<file path="src/rtl/posit_fma_pkg.sv">
// ---------------------------------------------------------------------------
// posit_fma_pkg
// Shared definitions for the posit FMA datapath.
//   MODE_4L / MODE_2L / MODE_1L : SIMD lane-split encodings (2'b11 acts as 4L)
//   EXP_OUT_EXTRA               : extra output bits over the packed input width
//   exp_out_width()             : packed exponent-sum width for a given W
//   lane_count()                : number of active lanes for a mode
// ---------------------------------------------------------------------------
package posit_fma_pkg;

  localparam logic [1:0] MODE_4L = 2'b00;
  localparam logic [1:0] MODE_2L = 2'b01;
  localparam logic [1:0] MODE_1L = 2'b10;

  // One guard bit per lane in the widest (4-lane) split.
  localparam int unsigned EXP_OUT_EXTRA = 32'd4;

  function automatic int unsigned exp_out_width(input int unsigned w);
    return w + EXP_OUT_EXTRA;
  endfunction

  function automatic logic [2:0] lane_count(input logic [1:0] mode);
    logic [2:0] n;
    case (mode)
      MODE_2L: n = 3'd2;
      MODE_1L: n = 3'd1;
      default: n = 3'd4;
    endcase
    return n;
  endfunction

endpackage

</file>
<file path="src/rtl/exp_lane_add.sv">
// ---------------------------------------------------------------------------
// exp_lane_add
// One signed exponent lane: sum = sext(a) + sext(b) + cin, WL+1 bits wide.
// The extra bit makes overflow impossible (range [-2^WL, 2^WL-1]).
//   a, b : WL-bit two's-complement exponents
//   cin  : normalisation carry-in (+1)
//   sum  : WL+1-bit signed result
// ---------------------------------------------------------------------------
module exp_lane_add #(
  parameter int unsigned WL = 4
) (
  input  logic [WL-1:0] a,
  input  logic [WL-1:0] b,
  input  logic          cin,
  output logic [WL:0]   sum
);

  assign sum = {a[WL-1], a} + {b[WL-1], b} + {{WL{1'b0}}, cin};

endmodule

</file>
<file path="src/rtl/exp_adder_pipe.sv">
// ---------------------------------------------------------------------------
// exp_adder_pipe
// Pipelined SIMD exponent adder for two products (E = A*B, F = C*D).
// All lane arithmetic is done ahead of stage 0; later stages only delay the
// result bundle {mode, s_E, s_F, exp_E, exp_F}. Elastic valid/ready pipeline
// that fills bubbles and sustains one transaction per cycle.
//   clk, rst_n             : clock, asynchronous active-low reset
//   in_valid / in_ready    : upstream handshake
//   mode                   : 00/11 four lanes, 01 two lanes, 10 one lane
//   s_A..s_D, exp_A..exp_D : per-lane signs and packed exponents
//   inc_E, inc_F           : per-lane +1 carry-ins
//   out_valid / out_ready  : downstream handshake
//   mode_o, exp_E, exp_F, s_E, s_F : result bundle
// Optional: define EXP_ADDER_PIPE_STALL_CNT_EN to add stall_cnt[15:0], the
// saturating count of cycles spent with out_valid=1 and out_ready=0.
// ---------------------------------------------------------------------------
module exp_adder_pipe
  import posit_fma_pkg::*;
#(
  parameter int unsigned W   = 16,
  parameter int unsigned LAT = 2
) (
  input  logic           clk,
  input  logic           rst_n,
  input  logic           in_valid,
  output logic           in_ready,
  input  logic [1:0]     mode,
  input  logic [3:0]     s_A,
  input  logic [3:0]     s_B,
  input  logic [3:0]     s_C,
  input  logic [3:0]     s_D,
  input  logic [W-1:0]   exp_A,
  input  logic [W-1:0]   exp_B,
  input  logic [W-1:0]   exp_C,
  input  logic [W-1:0]   exp_D,
  input  logic [3:0]     inc_E,
  input  logic [3:0]     inc_F,
  output logic           out_valid,
  input  logic           out_ready,
  output logic [1:0]     mode_o,
  output logic [W+3:0]   exp_E,
  output logic [W+3:0]   exp_F,
  output logic [3:0]     s_E,
  output logic [3:0]     s_F
`ifdef EXP_ADDER_PIPE_STALL_CNT_EN
  ,
  output logic [15:0]    stall_cnt
`endif
);

  localparam int unsigned Q  = W / 4;
  localparam int unsigned H  = W / 2;
  localparam int unsigned OW = exp_out_width(W);
  localparam int unsigned BW = 2 + 4 + 4 + 2 * OW;

  logic [OW-1:0] e4_s, f4_s;
  logic [W+1:0]  e2_s, f2_s;
  logic [W:0]    e1_s, f1_s;
  logic [OW-1:0] e_pk_s, f_pk_s;
  logic [BW-1:0] in_bundle_s;
  logic [LAT-1:0] adv_s;
  logic [LAT-1:0] v_r;
  logic [BW-1:0]  data_r [LAT];

  // All three lane splits are computed in parallel; mode only picks one.
  for (genvar k = 0; k < 4; k++) begin : g_l4
    exp_lane_add #(.WL(Q)) u_e (
      .a(exp_A[Q*k +: Q]), .b(exp_B[Q*k +: Q]), .cin(inc_E[k]),
      .sum(e4_s[(Q+1)*k +: Q+1]));
    exp_lane_add #(.WL(Q)) u_f (
      .a(exp_C[Q*k +: Q]), .b(exp_D[Q*k +: Q]), .cin(inc_F[k]),
      .sum(f4_s[(Q+1)*k +: Q+1]));
  end

  for (genvar k = 0; k < 2; k++) begin : g_l2
    exp_lane_add #(.WL(H)) u_e (
      .a(exp_A[H*k +: H]), .b(exp_B[H*k +: H]), .cin(inc_E[k]),
      .sum(e2_s[(H+1)*k +: H+1]));
    exp_lane_add #(.WL(H)) u_f (
      .a(exp_C[H*k +: H]), .b(exp_D[H*k +: H]), .cin(inc_F[k]),
      .sum(f2_s[(H+1)*k +: H+1]));
  end

  exp_lane_add #(.WL(W)) u_e1 (.a(exp_A), .b(exp_B), .cin(inc_E[0]), .sum(e1_s));
  exp_lane_add #(.WL(W)) u_f1 (.a(exp_C), .b(exp_D), .cin(inc_F[0]), .sum(f1_s));

  // Pack the lane sums selected by mode into the W+4 output format.
  always_comb begin
    e_pk_s = e4_s;
    f_pk_s = f4_s;
    case (lane_count(mode))
      3'd2: begin
        e_pk_s = {2'b00, e2_s};
        f_pk_s = {2'b00, f2_s};
      end
      3'd1: begin
        e_pk_s = {{3{e1_s[W]}}, e1_s};
        f_pk_s = {{3{f1_s[W]}}, f1_s};
      end
      default: begin
        e_pk_s = e4_s;
        f_pk_s = f4_s;
      end
    endcase
  end

  assign in_bundle_s = {mode, s_A ^ s_B, s_C ^ s_D, e_pk_s, f_pk_s};

  // Stage i may move when out_ready is high or any stage from i to the end
  // is empty: that is the unrolled form of "v[i]=0 or stage i+1 advances",
  // which is what collapses bubbles in the same cycle.
  for (genvar i = 0; i < LAT; i++) begin : g_adv
    assign adv_s[i] = out_ready | ~(&v_r[LAT-1:i]);
  end

  assign in_ready = adv_s[0];

  // Pipeline valid bits and data bundle; data loads only with valid data.
  always_ff @(posedge clk or negedge rst_n) begin
    if (!rst_n) begin
      for (int i = 0; i < LAT; i++) begin
        v_r[i]    <= 1'b0;
        data_r[i] <= '0;
      end
    end else begin
      if (adv_s[0]) begin
        v_r[0] <= in_valid;
        if (in_valid) begin
          data_r[0] <= in_bundle_s;
        end
      end
      for (int i = 1; i < LAT; i++) begin
        if (adv_s[i]) begin
          v_r[i] <= v_r[i-1];
          if (v_r[i-1]) begin
            data_r[i] <= data_r[i-1];
          end
        end
      end
    end
  end

  assign out_valid = v_r[LAT-1];
  assign mode_o    = data_r[LAT-1][BW-1 -: 2];
  assign s_E       = data_r[LAT-1][BW-3 -: 4];
  assign s_F       = data_r[LAT-1][BW-7 -: 4];
  assign exp_E     = data_r[LAT-1][2*OW-1 -: OW];
  assign exp_F     = data_r[LAT-1][OW-1 -: OW];

`ifdef EXP_ADDER_PIPE_STALL_CNT_EN
  logic [15:0] stall_cnt_r;

  // Saturating count of cycles where a result waits on downstream.
  always_ff @(posedge clk or negedge rst_n) begin
    if (!rst_n) begin
      stall_cnt_r <= 16'h0000;
    end else if (v_r[LAT-1] && !out_ready && (stall_cnt_r != 16'hFFFF)) begin
      stall_cnt_r <= stall_cnt_r + 16'h0001;
    end
  end

  assign stall_cnt = stall_cnt_r;
`endif

endmodule

</file>
<file path="config.mk">
export PLATFORM = sky130hd
export DESIGN_NAME = exp_adder_pipe
export DESIGN_NICKNAME = d
export VERILOG_FILES = /design/src/rtl/posit_fma_pkg.sv /design/src/rtl/exp_lane_add.sv /design/src/rtl/exp_adder_pipe.sv
export SDC_FILE = /design/constraint.sdc
export NUM_CORES = 1
export LEC_CHECK = 0
export ABC_AREA = 1
export BUFFER_PORTS_ARGS = -buffer_cell sky130_fd_sc_hd__buf_4
export CORE_MARGIN = 2
export CORE_UTILIZATION = 47
export DETAILED_ROUTE_END_ITERATION = 6
export GPL_ROUTABILITY_DRIVEN = 0
export PLACE_DENSITY_LB_ADDON = 0.25
export SKIP_CTS_REPAIR_TIMING = 1
export SYNTH_ARGS = -nofsm -noshare
export SYNTH_HDL_FRONTEND = slang
export SYNTH_SLANG_ARGS = --single-unit
</file>
<file path="constraint.sdc">
create_clock -name clk -period 3.1 [get_ports clk]
set_input_delay 0.31 -clock clk [delete_from_list [all_inputs] [get_ports clk]]
set_output_delay 0.31 -clock clk [all_outputs]
set_load 0.05 [all_outputs]
</file>
Word-level counts from Yosys, hierarchy flattened
Cells that the tools add are included.
Word-level totals
  input port bits: 94
  logic and storage cells: 48
  output and inout bits: 52
  bits in registers: 102
Cells by class
  equal/unequal tests: 4
  add/subtract/negate cells: 28
  reductions and logical operators: 3
  multiplexer cells: 3
  bitwise gates (word level): 6
Operators by type and width (count)
  $pmux 20 s2: 2
  $add 4x4->5: 8
  $add 5x1->5: 8
  $add 8x8->9: 4
  $add 9x1->9: 4
  $add 16x16->17: 2
  $add 17x1->17: 2
  $xor 4x4->4: 2
  $pmux 3 s2: 1
  $reduce_and 2->1: 3
  $eq 3x1->1 const B: 1
  $eq 3x2->1 const B: 1
  $eq 2x1->1 const B: 1
  $eq 2x2->1 const B: 1
  $not 1->1: 2
  $or 1x1->1: 2

Depth between registers and ports, before layout
  depth after elaboration: 4
  mapped depth: 15

Hierarchy
Synthesis repeated with hierarchy kept, for this count alone.
Unflattened totals
  cells, all modules: 1601
  area total of the unflattened synthesis: 10332.4 µm²
By module, submodules not included
  exp_adder_pipe: instances 1, area an instance 5377.7 µm², cells an instance 727, sequential area each 2552.4 µm²
  exp_lane_add (u_e1 ...): instances 2, area an instance 1006.0 µm², cells an instance 195, sequential area each 0.0 µm²
  exp_lane_add (g_l2[0].u_e ...): instances 4, area an instance 392.9 µm², cells an instance 69, sequential area each 0.0 µm²
  exp_lane_add (g_l4[0].u_e ...): instances 8, area an instance 171.4 µm², cells an instance 26, sequential area each 0.0 µm²

Least setup slack after synthesis
OpenSTA, ideal clock, no wires.
  kind: input port to flip-flop
  start: input port exp_C[0]
  end: register data_r[58] (netlist name)
  path buffers: 0
  cell stages on the path: 11
  arrival time: 1.867 ns
  setup time: 0.113 ns
  slack: 1.120 ns
  path through: fa_1 > fa_1 > nand2_1 > nand2_1 > nand3_1 > nand2_2 > or2_1 > nand3_1 > nand3_1 > nand2_1 > inv_1
Between the ends
  longest elaborated chain between the ends: 3
  elaborated cells between the ends (all ways): 5
  classes of those cells: add/sub: 4; mux: 1
Ends and longest elaborated chain
  from (decl): line exp_adder_pipe.sv:34  | input logic [W-1:0] exp_C,
  $add 16x16->17 / $add 8x8->9 (equally long branches): line exp_lane_add.sv:18  | assign sum = {a[WL-1], a} + {b[WL-1], b} + {{WL{1'b0}}, cin};
  $add 17x1->17 / $add 9x1->9 (equally long branches): line exp_lane_add.sv:18
  $pmux 20 s2 (*): line exp_adder_pipe.sv:91  | case (lane_count(mode))
  to (signal, indexed assignment): line exp_adder_pipe.sv:136  | data_r[i] <= data_r[i-1];
  to (decl): line exp_adder_pipe.sv:63  | logic [BW-1:0] data_r [LAT];
Mark *: on every way between the ends. The rest lies on a longest branch, timed or not.
A chain may end at the register's enable or synchronous reset.

Worst setup path in the final report
Same ends and word-level chain as after synthesis.

==> flow_summary.html <==
<table>
<tr><th>Metric</th><th>Value</th></tr>
<tr><th colspan="2">Status</th></tr>
<tr><td>Status</td><td>complete, no violations</td></tr>
<tr><th colspan="2">Placement</th></tr>
<tr><td>Quantity of I/O buffers inserted on ports</td><td>145</td></tr>
<tr><td>Dpl hpwl</td><td>14,400 um</td></tr>
<tr><th colspan="2">Synthesis</th></tr>
<tr><td>Syn Inst Count</td><td>1,086</td></tr>
<tr><td>Async set or reset register ratio after synthesis</td><td>100%</td></tr>
<tr><td>Number of enable-type register cells in the synthesized netlist</td><td>0</td></tr>
<tr><td>Sequential cell area fraction in the yosys report</td><td>32.7%</td></tr>
<tr><td>Area share of the largest cell type after synthesis</td><td>between 30% and 40%</td></tr>
<tr><td>Most common cell in the synthesized netlist</td><td>sky130_fd_sc_hd__nand2_1</td></tr>
<tr><td>Area contributors post-synth</td><td>sky130_fd_sc_hd__dfrtp_1, sky130_fd_sc_hd__nand2_1, sky130_fd_sc_hd__inv_1, sky130_fd_sc_hd__buf_4, sky130_fd_sc_hd__fa_1</td></tr>
<tr><td>Post-synthesis cell area</td><td>roughly 8000 um2</td></tr>
<tr><td>Number of register bits inferred by synthesis</td><td>102</td></tr>
<tr><td>Most used DFF post-synth</td><td>sky130_fd_sc_hd__dfrtp_1</td></tr>
<tr><td>Largest area contributor in the netlist</td><td>sky130_fd_sc_hd__dfrtp_1</td></tr>
<tr><td>Yosys warns</td><td>0</td></tr>
<tr><td>Synthesized area divided by synthesized cell count</td><td>7.20 um2</td></tr>
<tr><td>Mapped Nets</td><td>1,232</td></tr>
<tr><td>Most frequent cells after synthesis</td><td>sky130_fd_sc_hd__nand2_1, sky130_fd_sc_hd__inv_1, sky130_fd_sc_hd__dfrtp_1</td></tr>
<tr><td>Netlist cell types</td><td>35</td></tr>
<tr><th colspan="2">Layout</th></tr>
<tr><td>Layout net count</td><td>1,312</td></tr>
<tr><td>Antenna cell count</td><td>0</td></tr>
<tr><td>Share of final-layout standard cells stronger than drive strength 1</td><td>19.1%</td></tr>
<tr><td>Area overhead of the layout relative to synthesis</td><td>16.0%</td></tr>
<tr><td>Utilization of the core after routing</td><td>55.3%</td></tr>
<tr><td># fillers</td><td>1,610</td></tr>
<tr><th colspan="2">Power and ir drop</th></tr>
<tr><td>Clock share of power</td><td>24.2%</td></tr>
<tr><td>P_int</td><td>3120 uW</td></tr>
<tr><td>Seq pwr share</td><td>33.8%</td></tr>
<tr><td>Total power density per cell area</td><td>~580 nW/um2</td></tr>
<tr><td>Worst IR drop on VDD</td><td>0.398 mV</td></tr>
<tr><td>Net switching fraction of the power</td><td>40.9%</td></tr>
<tr><td>Total power</td><td>5290 uW</td></tr>
<tr><td>Switching power summed over all nets</td><td>2160 uW</td></tr>
<tr><td>Combinational share of power</td><td>roughly two fifths</td></tr>
<tr><td>Lkg Pwr</td><td>0.00502 uW</td></tr>
<tr><th colspan="2">Clock network</th></tr>
<tr><td>Total clock buffers created by CTS</td><td>9</td></tr>
<tr><td>Insertion delay to the later sink of the worst-skew pair</td><td>0.36 ns</td></tr>
<tr><td>CTS H-Tree Depth</td><td>3</td></tr>
<tr><td>Reg clk slew, reported paths</td><td>0.07 ns</td></tr>
<tr><td>Clock Sinks</td><td>102</td></tr>
<tr><td>Buffer cell driving the clock tree root</td><td>sky130_fd_sc_hd__clkbuf_16</td></tr>
<tr><td>Maximum number of buffers from clock root to sink</td><td>2</td></tr>
<tr><td>Clock tree from TritonCTS</td><td>built</td></tr>
<tr><th colspan="2">Drt</th></tr>
<tr><td>Mean number of vias per cell</td><td>around 4.8</td></tr>
<tr><td>Iteration-0 DRC Markers</td><td>300</td></tr>
<tr><td>Total number of vias</td><td>6,729</td></tr>
<tr><td>DRC Markers</td><td>0</td></tr>
<tr><td>Post-route antenna net violation count</td><td>0</td></tr>
<tr><td>Pre-antenna DRT Iters</td><td>5</td></tr>
<tr><td>Wirelength, routed</td><td>18,700 um</td></tr>
<tr><td>Average detailed-routed wire length per instance</td><td>13.5 um</td></tr>
<tr><th colspan="2">Timing</th></tr>
<tr><td>Worst clock skew</td><td>0.0125 ns</td></tr>
<tr><td>Pins over their slew limit</td><td>0</td></tr>
<tr><td>Setup TNS after final layout</td><td>0 ns</td></tr>
<tr><td>Final period utilization</td><td>61.3%</td></tr>
<tr><td>Max-slew headroom at the worst pin</td><td>47.1%</td></tr>
<tr><td>Final-report hold violation count</td><td>0</td></tr>
<tr><td>Setup repair after global routing missed its margin</td><td>no</td></tr>
<tr><td>F_max</td><td>526 MHz</td></tr>
<tr><td>Actual slew at the worst max-slew pin</td><td>0.787 ns</td></tr>
<tr><td>Final setup viols</td><td>0</td></tr>
<tr><td>Time the final worst path needs with I/O delays and setup</td><td>about 1.9 ns</td></tr>
<tr><th colspan="2">Floorplan</th></tr>
<tr><td>I/O pin count</td><td>about 150</td></tr>
<tr><td>Row count</td><td>47</td></tr>
<tr><td>Die outline height</td><td>133 um</td></tr>
<tr><td>Die Outline Area</td><td>17,700 um2</td></tr>
<tr><td>Horizontal die dimension</td><td>133 um</td></tr>
<tr><td>Area of the placeable core</td><td>16,400 um2</td></tr>
<tr><td>Starting utilization of the core area</td><td>47.6%</td></tr>
<tr><th colspan="2">GRT</th></tr>
<tr><td>Number of global-route vias before repair</td><td>approximately 6,400</td></tr>
<tr><td>Antenna violations before repair</td><td>0</td></tr>
<tr><td>Global-route wire length before repair</td><td>30,700 um</td></tr>
<tr><td>Pin count of the biggest net entering global routing</td><td>62</td></tr>
<tr><td>Total track usage</td><td>21.8%</td></tr>
<tr><td>Grt total ovfl</td><td>0</td></tr>
<tr><th colspan="2">Critical path</th></tr>
<tr><td>Required time of the worst setup path</td><td>between 3 and 4 ns</td></tr>
<tr><td>Largest stage delay on the critical path</td><td>about 0.45 ns</td></tr>
<tr><td>Series of cell instances along the critical path</td><td>buf_4, fa_1, fa_1, nand2_1, nand2_1, nand3_1, nand2_2, or2_1, nand3_1, nand3_1, nand2_1, inv_1</td></tr>
<tr><td>Worst Setup End Kind</td><td>register</td></tr>
<tr><td>Arrival time worst endpoint</td><td>2.16 ns</td></tr>
<tr><td>Max FO, Critical Path</td><td>5</td></tr>
<tr><td>Master of the slowest instance on the critical path</td><td>sky130_fd_sc_hd__fa_1</td></tr>
<tr><td>Nature of the critical path startpoint</td><td>input port</td></tr>
<tr><td>Critical path type</td><td>input port to register</td></tr>
<tr><th colspan="2">Worst hold path</th></tr>
<tr><td>Type of the tightest min-delay check</td><td>input port to register</td></tr>
<tr><th colspan="2">Job</th></tr>
<tr><td>Number of maximum-capacitance violations</td><td>0</td></tr>
</table>
## registers in the layout (all words and copies together), names as in the netlist
register,cells
v_r,2
s_F,4
data_r,50
exp_F,20
s_E,4
exp_E,20
mode_o,2
## kinds of logic after synthesis
kind of cell / share of synthesized area (%)
xor gates and xnor gates: 2.24
DFF: 32.7
buffers and inverters: 16.0
adders and majority gates: 10.2
muxes: 3.75
AOI/OAI and AO/OA: 10.1
and+or+nand+nor: 25.0
## critical path: cells and delay by family
| family | cells | cell delay [ns] |
|---|---|---|
| buf+inv | 2 | 0.15 |
| simple gates | 8 | 0.85 |
| fa+ha+maj | 2 | 0.86 |
## power by group through the flow
stage / clock (uW) / sequential, uW / combinational (uW)
finish: 1280 / 1790 / 2220
CTS: 1310 / 1790 / 2240
detailed placement: 0 / 1820 / 2230
global route: 1360 / 1830 / 2410
global placement: 0 / 1810 / 2210
floorplan: 0 / 1770 / 1840
## final timing paths
| path | cells after the start | start | to | slack [ns] |
|---|---|---|---|---|
| worst max-delay path | 12 | exp_C[0] | data_r[58]$_DFFE_PN0P_ | 1.20 |
| worst min-delay path | 3 | in_valid | v_r[0]$_DFFE_PN0N_ | 0.19 |
| worst max register to register | 9 | v_r[1]$_DFFE_PN0N_ | data_r[86]$_DFFE_PN0P_ | 1.29 |
| worst min register to register | 2 | data_r[61]$_DFFE_PN0P_ | data_r[61]$_DFFE_PN0P_ | 0.48 |
| max in group asynchronous | 3 | rst_n | data_r[86]$_DFFE_PN0P_ | 1.90 |
| min in group asynchronous | 2 | rst_n | exp_F[6]$_DFFE_PN0P_ | 0.47 |
## cell usage in the layout, fill, tap and decap left out, types with 2 or more instances in the layout
cell                        instances
sky130_fd_sc_hd__nand3_2            2
sky130_fd_sc_hd__or2_1              2
sky130_fd_sc_hd__dfrtp_1          102
sky130_fd_sc_hd__inv_2              3
sky130_fd_sc_hd__fa_1              20
sky130_fd_sc_hd__bufinv_16          2
sky130_fd_sc_hd__clkbuf_16          9
sky130_fd_sc_hd__inv_1            174
sky130_fd_sc_hd__nand2_1          323
sky130_fd_sc_hd__nor2_1            56
sky130_fd_sc_hd__nand3_1           61
sky130_fd_sc_hd__a21boi_0           2
sky130_fd_sc_hd__nor3_1             6
sky130_fd_sc_hd__or2_2              4
sky130_fd_sc_hd__xor2_1            18
sky130_fd_sc_hd__o21ai_0           60
sky130_fd_sc_hd__a21oi_1           62
sky130_fd_sc_hd__buf_12             3
sky130_fd_sc_hd__buf_4            152
sky130_fd_sc_hd__a21oi_2            3
sky130_fd_sc_hd__and2_1             2
sky130_fd_sc_hd__inv_8              2
sky130_fd_sc_hd__nand2_2           10
sky130_fd_sc_hd__o22ai_1            5
sky130_fd_sc_hd__ha_1              32
sky130_fd_sc_hd__mux2_2            26
sky130_fd_sc_hd__o21ai_2            3
sky130_fd_sc_hd__a22oi_1            6
sky130_fd_sc_hd__nand3b_1           7
sky130_fd_sc_hd__a31oi_1            3
sky130_fd_sc_hd__xnor2_1            2
## per-stage QoR
stage / cell area (um2) / hold WS, ns / worst slack (ns) / cells
after floorplan: 7820 / 0.0144 / 1.12 / 1086
after global placement: 8720 / 0.328 / 0.864 / 1374
after detailed placement: 8720 / 0.329 / 0.842 / 1374
after CTS: 9050 / -0.0689 / 1.21 / 1390
after global routing: 9060 / 0.210 / 1.07 / 1391
final: 9060 / 0.189 / 1.20 / 1391
## routing by layer
layer | share of wire (%) | GRT usage [%] | vias to the layer above
met4 | 2.2 | 8.66 | 0
li1 | - | - | 3480
met5 | 0 | 0 | -
met3 | 4.3 | 1.92 | 21
met1 | 44 | 27.9 | 3071
met2 | 50 | 37.9 | 157
## cell type report
| type | instances | area, um2 | area share [%] |
|---|---|---|---|
| clock buffer | 9 | 225 | 2.48 |
| clock inverter | 7 | 113 | 1.24 |
| inverter | 177 | 664 | 7.33 |
| multi-input combinational | 720 | 4020 | 44.4 |
| sequential | 102 | 2550 | 28.2 |
| tap | 220 | 275 | 3.04 |
| timing repair buffer | 156 | 1210 | 13.4 |
Note: power is estimated with default switching activity, not from simulation.
